--- src/rtl/dual_port_ram_pkg.sv ---
// rtl/dual_port_ram_pkg.sv - shared widths and depth for the dual-port scratch RAM
package dual_port_ram_pkg;

    localparam int DATA_W_DEF = 8;
    localparam int ADDR_W_DEF = 3;
    localparam int DEPTH_DEF  = 2 ** ADDR_W_DEF;

endpackage

--- src/rtl/dual_port_ram_if.sv ---
// rtl/dual_port_ram_if.sv - write/read port A, read port B bundle for the scratch RAM
interface dual_port_ram_if
    import dual_port_ram_pkg::*;
#(
    parameter int DATA_W = DATA_W_DEF,
    parameter int ADDR_W = ADDR_W_DEF
);

    logic              we;
    logic [ADDR_W-1:0] addr_a;
    logic [ADDR_W-1:0] addr_b;
    logic [DATA_W-1:0] data_in;
    logic [DATA_W-1:0] data_out_a;
    logic [DATA_W-1:0] data_out_b;

    // Producer/consumer side: drives writes and addresses, receives read data.
    modport master (
        output we,
        output addr_a,
        output addr_b,
        output data_in,
        input  data_out_a,
        input  data_out_b
    );

    // RAM side.
    modport slave (
        input  we,
        input  addr_a,
        input  addr_b,
        input  data_in,
        output data_out_a,
        output data_out_b
    );

endinterface

--- src/rtl/dual_port_ram.sv ---
// rtl/dual_port_ram.sv - 8x8 RAM, port A write/read, port B read, read-first, 1-cycle latency
module dual_port_ram
    import dual_port_ram_pkg::*;
#(
    parameter int DATA_W = DATA_W_DEF,
    parameter int ADDR_W = ADDR_W_DEF
) (
    input  logic            clk,
    input  logic            rst,
    dual_port_ram_if.slave  bus
);

    localparam int DEPTH = 2 ** ADDR_W;

    logic [DATA_W-1:0] mem [DEPTH];
    logic [DATA_W-1:0] rd_a;
    logic [DATA_W-1:0] rd_b;

    // Storage update: reset clears every entry (a pending write is dropped), otherwise port A writes.
    always_ff @(posedge clk) begin
        if (rst) begin
            for (int i = 0; i < DEPTH; i++) begin
                mem[i] <= '0;
            end
        end else if (bus.we) begin
            mem[bus.addr_a] <= bus.data_in;
        end
    end

    // Registered reads on both ports; sampling mem before the write lands gives read-first behaviour.
    always_ff @(posedge clk) begin
        if (rst) begin
            rd_a <= '0;
            rd_b <= '0;
        end else begin
            rd_a <= mem[bus.addr_a];
            rd_b <= mem[bus.addr_b];
        end
    end

    assign bus.data_out_a = rd_a;
    assign bus.data_out_b = rd_b;

endmodule

--- src/flat_wrapper.sv ---
// flat-port wrapper written by rule: the top's interface ports become plain ports
module dual_port_ram_flat import dual_port_ram_pkg::*;
#(
    parameter int DATA_W = DATA_W_DEF,
    parameter int ADDR_W = ADDR_W_DEF
)
  (clk, rst, bus_we, bus_addr_a, bus_addr_b, bus_data_in, bus_data_out_a, bus_data_out_b);
  dual_port_ram_if #(.DATA_W(DATA_W), .ADDR_W(ADDR_W)) bus_i ();
  input  logic clk;
  input  logic rst;
  input wire logic [$bits(bus_i.we)-1:0] bus_we;
  input wire logic [$bits(bus_i.addr_a)-1:0] bus_addr_a;
  input wire logic [$bits(bus_i.addr_b)-1:0] bus_addr_b;
  input wire logic [$bits(bus_i.data_in)-1:0] bus_data_in;
  output wire logic [$bits(bus_i.data_out_a)-1:0] bus_data_out_a;
  output wire logic [$bits(bus_i.data_out_b)-1:0] bus_data_out_b;
  assign bus_i.we = bus_we;
  assign bus_i.addr_a = bus_addr_a;
  assign bus_i.addr_b = bus_addr_b;
  assign bus_i.data_in = bus_data_in;
  assign bus_data_out_a = bus_i.data_out_a;
  assign bus_data_out_b = bus_i.data_out_b;
  dual_port_ram #(.DATA_W(DATA_W), .ADDR_W(ADDR_W)) u_core (.clk(clk), .rst(rst), .bus(bus_i));
endmodule
--- config.mk ---
export PLATFORM = sky130hd
export DESIGN_NAME = dual_port_ram_flat
export DESIGN_NICKNAME = d
export VERILOG_FILES = /design/src/rtl/dual_port_ram_pkg.sv /design/src/rtl/dual_port_ram_if.sv /design/src/rtl/dual_port_ram.sv /design/src/flat_wrapper.sv
export SDC_FILE = /design/constraint.sdc
export NUM_CORES = 1
export LEC_CHECK = 0
export CAP_MARGIN = 30
export CORE_ASPECT_RATIO = 0.9
export CORE_MARGIN = 4
export CORE_UTILIZATION = 27
export DETAILED_ROUTE_END_ITERATION = 12
export HOLD_SLACK_MARGIN = 0.05
export MAX_ROUTING_LAYER = met4
export PLACE_DENSITY = 0.49
export SYNTH_ARGS = -nofsm -noshare
export SYNTH_HDL_FRONTEND = slang
export SYNTH_SLANG_ARGS = --single-unit
--- constraint.sdc ---
create_clock -name clk -period 4.5 [get_ports clk]
set_input_delay 0.9 -clock clk [delete_from_list [all_inputs] [get_ports clk]]
set_output_delay 0.9 -clock clk [all_outputs]
set_load 0.005 [all_outputs]
==> impl_metrics.yaml, run 1 <==
layout:
  layout.nets: 325
  multi_input_area_mm2: 0.00155
  final_util_pct: 33.3
  stdcell_count: 506
  drive_gt1_share_pct: 15.7
  num_antenna_cells: 0
  design_area_mm2: 0.00470
  nFillCells: 1350
  area_growth_pct: 20.5
  regArea_mm2: 0.00224
drt:
  vias: 2268
  drt_iter0_drc: 113
  viasPerCell: 4.48
  drtAntennaViolNets: 0
  drc: 0
  drtPass1Iterations: 4
  routed_wl_um: 9780
  wire_per_inst_um: 19.3
worst_hold_path:
  worstHoldStart: "u_core.mem[4][3]"
  hp-class: "flop to flop"
  whs_endpoint: "u_core.bus.data_out_b[3]"
  min_path_cells: 3
synth:
  synthMuxAreaShare_pct: 20.1
  netlist_instances: 271
  ys_ff_latch: 80
  synth_top_family_by_area: "multiplexers"
  synth_nets: 288
  synth-warning-count: 0
  ys_seq_area_share_pct: 57.5
  syn_area_mm2: 0.00390
  synth_compound_area_share_pct: 4.62
  synth-xor-area-share_pct: 0
  avgSynthCellArea_um2: 14.4
  yosys.area_share.simple_pct: 15.1
  yosys.area_share.adder_pct: 0
  ys_types: 23
setup_path:
  path_cells: "clkdlybuf4s50_1, buf_4, or3b_4, nor3_4, or2_2"
  critPathMaxFanout: 26
  r2r_start: "u_core.mem[1][0]"
  crit_family: "simple AND/OR/NAND/NOR gates"
  r2r-end: "u_core.bus.data_out_b[0]"
  rrSetupSlack_ns: 3.16
  crit_path_max_incr_delay_ns: 0.45
  startpoint_type: "primary input"
  endpoint_kind: "flop"
  cp_slowest_cell: "or3b_4"
  reg2reg_depth: 3
  required_ns: 4.53
  critical_path_arrival_ns: 2.64
  worst-path-buf-inv: 2
  worstSetupPathType: "primary input to flop"
timing:
  hold_violations: 0
  relSlewSlack_pct: 44.0
  post-route-min-period_ns: 2.61
  fmax_mhz: 383
  timing.setup.tns_ns: 0
  fin_skew_ns: 0.0130
  rsz0062_at_grt: "false"
  finalMaxSlewViolations: 0
  setup_viol: 0
  tightestPinTransition_ns: 0.838
  min_period_over_period_pct: 58.0
outcome:
  status: "finished clean"
global_routing:
  grt_antenna_before_repair: 0
  gr-total-overflow: 0
  grt_usage_pct: 13.1
  grt_pass1_vias: 2353
  grt_max_degree: 27
  grt_pass1_wl_um: 14900
placed_design:
  dp_cells: 490
  io_buffers: 32
  hpwl_um: 6390
  place_area_mm2: 0.00441
  gp_congestion: 0.807
job:
  max_cap_viol_count: 0
die:
  placementRows: 41
  core-area_mm2: 0.0141
  chipHeight_um: 122
  fp.dieW_um: 135
  initial_core_util_pct: 27.6
  io_pins: 33
  die_area_mm2: 0.0164
pwr:
  cellLeakagePower_nw: 1.72
  ir_drop_uv: 233
  p_per_area_mw_per_mm2: 377
  finalPower_mw: 1.77
clocking:
  clock_path_buffers: 2
  holdBufCountCts: 0
  cts.repair.resized: 0
  clkSinkCount: 80
  root_buffer: "clkbuf_16"
  post_cts_buffers: 0
  cts_tree: "built"
  htree_levels: 3
  path_clk_slew_ns: 0.07
  clk_latency_ns: 0.35
  cts-buffers-inserted: 9
power breakdown:
part / switching, mW / internal (mW) / leakage, nW
sequential: 0.0247 / 0.849 / 0.746
clock: 0.322 / 0.384 / 0.135
combinational: 0.0912 / 0.0998 / 0.835
worst reg2reg max path: stages, from the launching register on:
cell      delay (ns)
edfxtp_1        0.41
mux4_1          0.49
mux2i_1         0.23
nor2_1          0.08
stage by stage:
stage	worst slack (ns)	hold slack (ns)
after detailed placement	1.53	0.707
after CTS	1.90	0.727
after global placement	1.53	0.715
after floorplan	2.42	0.653
final	1.89	0.722
after global routing	1.82	0.744
synthesized netlist by cell type:
cell type | count | area, um2
nand3b_1 | 1 | 7.51
nor3_4 | 1 | 16.3
dfxtp_1 | 16 | 320
and2_1 | 64 | 400
mux4_2 | 10 | 225
buf_1 | 1 | 3.75
a21oi_1 | 8 | 40.0
o22a_1 | 16 | 140
nand2b_1 | 4 | 25.0
clkbuf_1 | 3 | 11.3
mux4_1 | 6 | 158
or3b_4 | 1 | 11.3
buf_2 | 3 | 15.0
buf_4 | 4 | 30.0
or2_2 | 9 | 56.3
edfxtp_1 | 64 | 1920
buf_12 | 1 | 20.0
nor2_2 | 3 | 18.8
mux2i_1 | 40 | 400
nor3_1 | 1 | 5.00
nand2_1 | 2 | 7.51
nor2_1 | 11 | 41.3
buf_6 | 2 | 22.5
final cells by class:
| type | instances | share of cell area, % |
|---|---|---|
| Clock buffer | 9 | 4.79 |
| Clock inverter | 7 | 1.30 |
| Multi-Input combinational cell | 177 | 33.0 |
| Sequential cell | 80 | 47.7 |
| Tap cell | 193 | 5.14 |
| Timing Repair Buffer | 40 | 7.99 |
worst max path at each step:
stage,startpoint,to,slack [ns],cells after the start
floorplan,bus_addr_a[0],u_core.mem[7][0],2.42,5
global placement,rst,u_core.mem[3][1],1.53,5
detailed placement,rst,u_core.mem[3][2],1.53,5
CTS,rst,u_core.mem[3][1],1.90,5
global route,rst,u_core.mem[0][2],1.82,5
finish,rst,u_core.mem[0][2],1.89,5
logic make-up (layout without fill, tap and decap cells):
| kind of cell | Yosys count | in the layout |
|---|---|---|
| buffers and inverters | 14 | 56 |
| flip-flops | 80 | 80 |
| AND/OR/NAND/NOR | 97 | 97 |
| multiplexers | 56 | 56 |
| AO/OA/AOI/OAI | 24 | 24 |
registers in the layout, indices dropped and copies added (netlist names):
| signal | flops |
|---|---|
| u_core.mem | 64 |
| u_core.bus.data_out_a | 8 |
| u_core.bus.data_out_b | 8 |
per-layer routing:
metal / share of wire, % / vias up / track usage (%) / wire length, um
li1: - / 1096 / - / -
met1: 44 / 1116 / 15.8 / 4270
met2: 50 / 39 / 21.0 / 4880
met3: 3.9 / 17 / 3.10 / 383
met4: 2.5 / 0 / 5.92 / 240
met5: 0 / - / - / 0
layout by cell type (no fill, tap or decap):
master | synthesis | final
a21oi_1 | 8 | 8
buf_4 | 4 | 8
clkinvlp_4 | 0 | 2
mux4_1 | 6 | 6
mux2i_1 | 40 | 40
clkbuf_16 | 0 | 9
or2_2 | 9 | 9
nor3_4 | 1 | 1
edfxtp_1 | 64 | 64
dfxtp_1 | 16 | 16
or3b_4 | 1 | 1
inv_6 | 0 | 3
inv_8 | 0 | 1
nor3_1 | 1 | 1
buf_2 | 3 | 1
clkdlybuf4s50_1 | 0 | 31
nand2b_1 | 4 | 4
nor2_2 | 3 | 3
o22a_1 | 16 | 16
nand2_1 | 2 | 2
and2_1 | 64 | 64
clkinv_4 | 0 | 1
mux4_2 | 10 | 10
nand3b_1 | 1 | 1
nor2_1 | 11 | 11
(Power assumes the default switching activity.)
==> run 2, diff against run 1 <==
==> constraint.sdc (replaced) <==
create_clock -name clk -period 2.5 [get_ports clk]
set_input_delay 0.5 -clock clk [delete_from_list [all_inputs] [get_ports clk]]
set_output_delay 0.5 -clock clk [all_outputs]
set_load 0.005 [all_outputs]
==> impl_metrics.yaml, run 2 (same netlist as run 1, synthesis figures left out) <==
setup_path:
  worstSetupPathType: "primary input to flop"
  path_cells: "clkdlybuf4s50_1, or3b_4, nor3_4, or2_2"
  critPathMaxFanout: 8
  cp.depth: 4
  worst-path-buf-inv: 1
  reg2reg_depth: 3
  critical_path_arrival_ns: 1.86
  endpoint_kind: "flop"
  startpoint_type: "primary input"
  required_ns: 2.52
  crit_path_max_incr_delay_ns: 0.49
  cp_slowest_cell: "clkdlybuf4s50_1"
  crit_family: "simple AND/OR/NAND/NOR gates"
drt:
  viasPerCell: 4.56
  routed_wl_um: 9880
  drtAntennaViolNets: 0
  drtPass1Iterations: 6
  wire_per_inst_um: 19.3
  drc: 0
  drt_iter0_drc: 174
  vias: 2340
job:
  max_cap_viol_count: 0
die:
  io_pins: 33
  core-area_mm2: 0.0141
  fp.dieW_um: 135
  initial_core_util_pct: 27.6
  chipHeight_um: 122
  placementRows: 41
  die_area_mm2: 0.0164
global_routing:
  grt_pass1_wl_um: 15100
  grt_usage_pct: 13.2
  use_met3_pct: 3.34
  grt_antenna_before_repair: 0
  grt_max_degree: 25
  grt_pass1_vias: 2453
  grt_use_met2_pct: 22.4
  met1_usage_pct: 15.6
  gr-total-overflow: 0
  grt-busiest-layer: "met2"
layout:
  largest_register_ffs: 64
  num_antenna_cells: 0
  area_growth_pct: 22.6
  nFillCells: 1388
  multi_input_area_mm2: 0.00155
  regArea_mm2: 0.00224
  final_util_pct: 33.9
  drive_gt1_share_pct: 17.5
  layout.nets: 332
  final_cell_mix: "and2_1, edfxtp_1, mux2i_1"
  design_area_mm2: 0.00478
  largest_register: "u_core.mem"
  stdcell_count: 513
pwr:
  ir_drop_uv: 367
  cellLeakagePower_nw: 1.77
  finalPower_mw: 3.24
  p_per_area_mw_per_mm2: 677
placed_design:
  io_buffers: 32
  gp_congestion: 0.779
  hpwl_um: 6610
  dp_cells: 497
  dp_slack_ns: 0.318
  place_area_mm2: 0.00448
clocking:
  clkSinkCount: 80
  post_cts_buffers: 0
  holdBufCountCts: 0
  htree_levels: 3
  cts-buffers-inserted: 9
  cts.repair.resized: 0
  clk_latency_ns: 0.34
  cts_tree: "built"
  root_buffer: "clkbuf_16"
  path_clk_slew_ns: 0.06
  clock_path_buffers: 2
timing:
  timing.setup.tns_ns: 0
  setup_slack_ns: 0.656
  tightestPinTransition_ns: 0.486
  hold_violations: 0
  post-route-min-period_ns: 1.84
  relSlewSlack_pct: 67.6
  min_period_over_period_pct: 73.8
  setup_viol: 0
  fmax_mhz: 542
  fin_skew_ns: 0.00581
  whs_ns: 0.723
  rsz0062_at_grt: "false"
  finalMaxSlewViolations: 0
outcome:
  status: "finished clean"
worst_hold_path:
  min_path_cells: 3
  hp-class: "flop to flop"
-- run 2: cell types whose count changed in the layout (fill, tap and decap cells not counted) --
cell	delta
inv_6	-3
clkinv_2	+2
buf_4	+6
clkinv_4	-1
inv_8	-1
clkbuf_8	+2
buf_12	+1
clkbuf_16	+1
-- run 2: worst register-to-register path, delay by kind of cell (launching register included) --
| kind | cells | cell delay [ns] |
|---|---|---|
| and+or+nand+nor | 1 | 0.07 |
| muxes | 2 | 0.68 |
| DFF | 1 | 0.43 |
-- run 2: layout make-up --
| type | instances | area share (%) |
|---|---|---|
| repair buffers | 47 | 9.21 |
| clock inverters | 4 | 0.524 |
| clock buffers | 12 | 5.81 |
| well taps | 193 | 5.05 |
| flip-flops and latches | 80 | 46.9 |
| multi-input cells | 177 | 32.5 |
-- run 2: path summary, 6_finish.rpt --
| path | startpoint | to | slack [ns] |
|---|---|---|---|
| max | bus_addr_a[2] | u_core.mem[0][0] | 0.66 |
| min | u_core.mem[7][2] | u_core.bus.data_out_b[2] | 0.72 |
| min reg2reg | u_core.mem[7][2] | u_core.bus.data_out_b[2] | 0.72 |
| max reg2reg | u_core.mem[3][0] | u_core.bus.data_out_b[0] | 1.20 |
-- run 2: per-layer routing --
layer | vias to the layer above | routed length, um
li1 | 1109 | -
met1 | 1155 | 4230
met2 | 64 | 5060
met3 | 12 | 489
met4 | 0 | 104
met5 | - | 0
-- run 2: where the power goes --
group | total [mW] | switching, mW | internal [mW]
clock network | 1.31 | 0.527 | 0.784
logic | 0.351 | 0.165 | 0.186
registers | 1.58 | 0.0464 | 1.53
